==> src/rtl/logical_tile_io_bank.sv <==
// Multi-channel I/O logical tile: shadow config chain with atomic commit,
// per-channel direction/polarity and active-low isolation to the SoC pads.
module logical_tile_io_bank #(
    parameter int NUM_IO = 4
) (
    input  logic              prog_clk,
    input  logic              pReset_N,
    input  logic              IO_ISOL_N,
    input  logic              ccff_head,
    input  logic              ccff_en,
    input  logic              ccff_load,
    output logic              ccff_tail,
    input  logic [NUM_IO-1:0] io_outpad,
    output logic [NUM_IO-1:0] io_inpad,
    input  logic [NUM_IO-1:0] gfpga_pad_EMBEDDED_IO_HD_SOC_IN,
    output logic [NUM_IO-1:0] gfpga_pad_EMBEDDED_IO_HD_SOC_OUT,
    output logic [NUM_IO-1:0] gfpga_pad_EMBEDDED_IO_HD_SOC_DIR,
    output logic              cfg_valid,
    output logic              cfg_err
);

    localparam int CFG_W = 2 * NUM_IO;
    localparam int CNT_W = $clog2(CFG_W + 1);
    localparam logic [CNT_W-1:0] CNT_FULL = CNT_W'(CFG_W);
    localparam logic [CNT_W-1:0] CNT_ONE = CNT_W'(1);
    // Reset state: every channel an input ({inv,dir} = 01), no inversion
    localparam logic [CFG_W-1:0] ACT_RST = {NUM_IO{2'b01}};

    logic [CFG_W-1:0] shadow_q, shadow_d;
    logic [CFG_W-1:0] active_q, active_d;
    logic [CNT_W-1:0] cnt_q, cnt_d;
    logic             valid_q, valid_d;
    logic             err_q, err_d;

    always_comb begin
        shadow_d = shadow_q;
        active_d = active_q;
        cnt_d    = cnt_q;
        valid_d  = valid_q;
        err_d    = err_q;
        if (ccff_en) begin
            shadow_d = {shadow_q[CFG_W-2:0], ccff_head};
            if (cnt_q != CNT_FULL) begin
                cnt_d = cnt_q + CNT_ONE;
            end
            // A load overlapping a shift is always rejected
            if (ccff_load) begin
                err_d = 1'b1;
            end
        end else if (ccff_load) begin
            cnt_d = '0;
            if (cnt_q == CNT_FULL) begin
                active_d = shadow_q;
                valid_d  = 1'b1;
                err_d    = 1'b0;
            end else begin
                err_d = 1'b1;
            end
        end
    end

    always_ff @(posedge prog_clk) begin
        if (!pReset_N) begin
            shadow_q <= '0;
            active_q <= ACT_RST;
            cnt_q    <= '0;
            valid_q  <= 1'b0;
            err_q    <= 1'b0;
        end else begin
            shadow_q <= shadow_d;
            active_q <= active_d;
            cnt_q    <= cnt_d;
            valid_q  <= valid_d;
            err_q    <= err_d;
        end
    end

    always_comb begin
        for (int i = 0; i < NUM_IO; i++) begin
            gfpga_pad_EMBEDDED_IO_HD_SOC_DIR[i] =
                ~IO_ISOL_N | active_q[2*i];
            gfpga_pad_EMBEDDED_IO_HD_SOC_OUT[i] =
                (IO_ISOL_N & ~active_q[2*i])
                ? (io_outpad[i] ^ active_q[2*i+1]) : 1'b0;
            io_inpad[i] =
                (IO_ISOL_N & active_q[2*i])
                ? (gfpga_pad_EMBEDDED_IO_HD_SOC_IN[i] ^ active_q[2*i+1])
                : 1'b0;
        end
    end

    assign ccff_tail = shadow_q[CFG_W-1];
    assign cfg_valid = valid_q;
    assign cfg_err   = err_q;

endmodule

==> config.mk <==
export PLATFORM = sky130hd
export DESIGN_NAME = logical_tile_io_bank
export DESIGN_NICKNAME = d
export VERILOG_FILES = /design/src/rtl/logical_tile_io_bank.sv
export SDC_FILE = /design/constraint.sdc
export NUM_CORES = 1
export LEC_CHECK = 0
export CAP_MARGIN = 20
export CORE_MARGIN = 8
export CORE_UTILIZATION = 33
export DETAILED_ROUTE_END_ITERATION = 16
export DONT_BUFFER_PORTS = 1
export SETUP_SLACK_MARGIN = 0.05
export SLEW_MARGIN = 20
export SYNTH_ARGS = -nofsm -noshare
export SYNTH_HDL_FRONTEND = slang
export SYNTH_SLANG_ARGS = --single-unit
export TNS_END_PERCENT = 100
==> constraint.sdc <==
create_clock -name prog_clk -period 1.72 [get_ports prog_clk]
set_clock_uncertainty 0.1 [all_clocks]
set_input_delay 0.516 -clock prog_clk [delete_from_list [all_inputs] [get_ports prog_clk]]
set_output_delay 0.516 -clock prog_clk [all_outputs]
set_load 0.1 [all_outputs]
-- After elaboration in Yosys (flattened, before gate mapping)
Cells that the tools add are included.
- register bits: 22
- input port bits: 14
- output and inout bits: 15
- logic and storage cells: 53
- add/subtract/negate cells: 1
- eq/ne operators: 3
- muxes and demuxes: 15
- bitwise gates (word level): 26
- reductions and logical operators: 3
- operators with widths (operator ; count):
    $mux W1 ; 12
    $mux W4 ; 3
    $and A1 B1 Y1 ; 8
    $xor A1 B1 Y1 ; 8
    $not A1 Y1 ; 6
    $add A4 B1 Y4 const B ; 1
    $eq A4 B4 Y1 const B ; 1
    $ne A4 B4 Y1 const B ; 1
    $or A1 B1 Y1 ; 4
    $reduce_and A3 Y1 ; 1
    $ne A2 B1 Y1 const B ; 1
    $reduce_and A2 Y1 ; 1
    $reduce_bool A2 Y1 ; 1

-- Logic depth before layout (Yosys ltp)
- depth after elaboration: 4
- depth in mapped cells: 6
- mapped depth without buffers: 5

-- Worst setup path before layout
OpenSTA, ideal clock, no wires.
- kind: input -> output
- from: input IO_ISOL_N
- to: output gfpga_pad_EMBEDDED_IO_HD_SOC_OUT[0]
- data arrival time: 2595 ps
- data required time: 1104 ps
- path slack: -1491 ps
- cell stages on the path: 2
- buffers on the path: 0
- path through: nand2b_1 nor2_1
- longest elaborated chain between the ends: 2
- RTL lines (what ; RTL line ; source):
    from (decl) ; 8 ; input logic IO_ISOL_N,
    $and A1 B1 Y1 ; 83 ; (IO_ISOL_N & ~active_q[2*i])
    $mux W1 ; 84 ; ? (io_outpad[i] ^ active_q[2*i+1]) : 1'b0;
    to (decl) ; 16 ; output logic [NUM_IO-1:0] gfpga_pad_EMBEDDED_IO_HD_SOC_OUT,
No other way between the ends.

-- Final worst setup path
- from: register active_q[7]
- to: output io_inpad[3]
- longest elaborated chain between the ends: 2
- RTL lines (what ; RTL line ; source):
    from (decl) ; 30 ; logic [CFG_W-1:0] active_q, active_d;
    from (signal assigned) ; 71 ; active_q <= active_d;
    $xor A1 B1 Y1 ; 87 ; ? (gfpga_pad_EMBEDDED_IO_HD_SOC_IN[i] ^ active_q[2*i+1])
    $mux W1 ; 87 ;
    to (decl) ; 14 ; output logic [NUM_IO-1:0] io_inpad,
No other way between the ends.

==> impl_metrics.yaml <==
synth:
  ys_types: 27
  syn_inst: 117
  yosys.area_share.adder_pct: 2.25
  ys_ff_latch: 22
  synth_ff_type: "dfxtp_1"
  ys_seq_area_share_pct: 39.6
  async_reset_ff_share_pct: 0
  synth_top_family_by_area: "simple AND/OR/NAND/NOR gates"
  ys_warn_count: 0
  syn_area_um2: 1110
  synthMuxAreaShare_pct: 14.4
  synth_xor_area_share_pct: 6.31
  synth.avg_cell_area_um2: 9.50
  synth_edf_count: 0
  synth_compound_area_share_pct: 5.74
  syn-num-nets: 133
  synthSimpleGateAreaFrac_pct: 27.5
floorplan:
  ios: 29
  dieArea_um2: 5480
  core_area_um2: 3280
  initial_core_util_pct: 33.8
  die_x_um: 74.0
  rows: 21
  die_y_um: 74.0
min_path:
  min_from: "pReset_N"
  hold_path_class: "in2reg"
cts:
  clk_latency_ns: 0.31
  path_clk_slew_ns: 0.14
  cts_buffers: 3
  cts_sinks: 22
  cts_root_buf: "clkbuf_4"
  clock_path_buffers: 2
  cts_tree: "yes"
  holdBufCountCts: 0
  h-tree-depth: 1
power_and_ir_drop:
  p_comb_share_pct: 17.8
  leakage_uw: 0.000650
  max-vdd-ir-drop_uv: 466
  seq_power_share_pct: 46.9
  p_int_uw: 841
  p_total_uw: 1130
  netSwitchingPower_uw: 287
  swShare_pct: 25.5
  clkPwrFrac_pct: 35.3
  powerDensity_nw_per_um2: 685
final_layout:
  final_common_cell: "nor2b_1"
  layout_common_cells: "18 x nor2b_1, 16 x mux2i_1, 13 x dfxtp_1, 12 x buf_12, 10 x nand2_1"
  area_growth_pct: 48.3
  finalNetCount: 153
  drive_gt1_share_pct: 40.4
  antennaDiodeCount: 0
  num-fill-cells: 296
timing:
  finalCriticalPeriod_ns: 1.84
  finalSetupTns_ns: -0.566
  min_period_over_period_pct: 107
  rsz0062_at_grt: "true"
  slew-limit-headroom_pct: 80.7
  fmax_mhz: 542
  worst_slack_ns: -0.124
  finalSetupViolCount: 8
  tightest_slew_ns: 0.290
  slew_viol_final: 0
  hold_viol: 0
outcome:
  status: "finished with violations"
  violations: "setup timing"
setup_path:
  required_ns: 1.10
  worstSetupPathType: "reg2out"
  start_kind: "register"
  arrival_ns: 1.23
  startpoint: "active_q[7]$_SDFFE_PN0P_"
  cp_max_fo: 3
  cp-end-kind: "primary output"
  rr_startpoint: "cnt_q[1]$_SDFFE_PN0P_"
grt:
  gr-total-overflow: 0
  antenna_found_initial: 0
  grt_pass1_wl_um: 3910
  grt_max_degree: 33
  grt_pass1_vias: 865
  grt.total_usage_pct: 8.98
route:
  ant_nets: 0
  wl_um: 2430
  vias_per_cell: 4.74
  post-route-drc-count: 0
  drt-pass1-iter-count: 4
  dr_total_vias: 862
  routedWlPerCell_um: 13.4
  drt-initial-drc-count: 13
place:
  post-dp-hpwl_um: 1700
  port-buffer-count: 0
  place_congestion: 0.650
  post-place-ws_ns: 0.0548
job:
  maxCapViolCount: 0
## synthesized netlist by cell type (3+ instances only)
cell      instances  share of area, %
and3_1            5               2.8
xor2_1            4               3.2
nand2b_1          4               2.3
mux2i_1          16                14
nor2_1            7               2.4
xnor2_1           4               3.2
dfxtp_1          22                40
nor2b_1          18                10
clkbuf_1          3               1.0
o21ai_0           3               1.4
nand2_1          10               3.4
## timing repair
| item | in CTS | in global routing |
|---|---|---|
| cloned | 0 | 1 |
| setup endpoints to repair | 12 | 20 |
| pin swaps | 0 | 7 |
| buffers inserted | 0 | 4 |
| resized for setup | 21 | 18 |
## routing by layer
layer | GRT usage, % | vias to the layer above | share of wire [%]
met3 | 3.10 | 2 | 8.7
li1 | - | 432 | -
met5 | 0 | - | 0
met2 | 15.2 | 24 | 48
met4 | 3.33 | 0 | 0.41
met1 | 10.1 | 404 | 42
## kinds of logic (layout without fill, tap and decap cells)
| group | after synthesis | after routing |
|---|---|---|
| buf+inv | 8 | 27 |
| xor+xnor | 8 | 8 |
| mux | 16 | 16 |
| fa+ha+maj | 2 | 2 |
| compound gates | 9 | 9 |
| flops | 22 | 22 |
| simple gates | 52 | 52 |
## stage by stage
step / hold slack, ns / util (%) / cells / instance area [um^2]
global placement: 0.350 / 43.1 / 173 / 1420
finish: 0.206 / 50.2 / 182 / 1650
CTS: 0.203 / 46.9 / 177 / 1540
detailed placement: 0.352 / 43.1 / 173 / 1420
global route: 0.186 / 50.2 / 182 / 1650
floorplan: 0.350 / - / 117 / 1180
## registers in the layout, indices dropped and copies added (netlist names)
name	count
cnt_q	4
active_q	8
cfg_valid	1
cfg_err	1
shadow_q	8
## final timing paths
path / depth (start not counted) / end / slack (ns)
max reg2reg: 6 / active_q[3]$_SDFFE_PN0P_ / 0.15
min reg2reg: 2 / active_q[7]$_SDFFE_PN0P_ / 0.36
max: 3 / io_inpad[3] / -0.12
min: 1 / cnt_q[1]$_SDFFE_PN0P_ / 0.21
## final cells by class
class / count / area, um^2 / share of cell area (%)
clock buffers: 3 / 22.5 / 1.37
clock inverters: 1 / 30.0 / 1.82
inverters: 2 / 7.51 / 0.456
multi-input cells: 87 / 754 / 45.8
flip-flops and latches: 22 / 459 / 27.9
well taps: 46 / 57.6 / 3.49
repair buffers: 21 / 317 / 19.2
## power groups by stage
stage	Combinational [uW]	Sequential [uW]	Clock (uW)
after global routing	210	532	430
final	201	530	398
after detailed placement	183	544	0
after CTS	191	533	408
after global placement	179	543	0
after floorplan	137	560	0
## critical path, cell delays in order (launching register included)
cell	delay, ns
dfxtp_4	0.38
xor2_1	0.15
and3_4	0.21
buf_12	0.17
(Power assumes the default switching activity.)
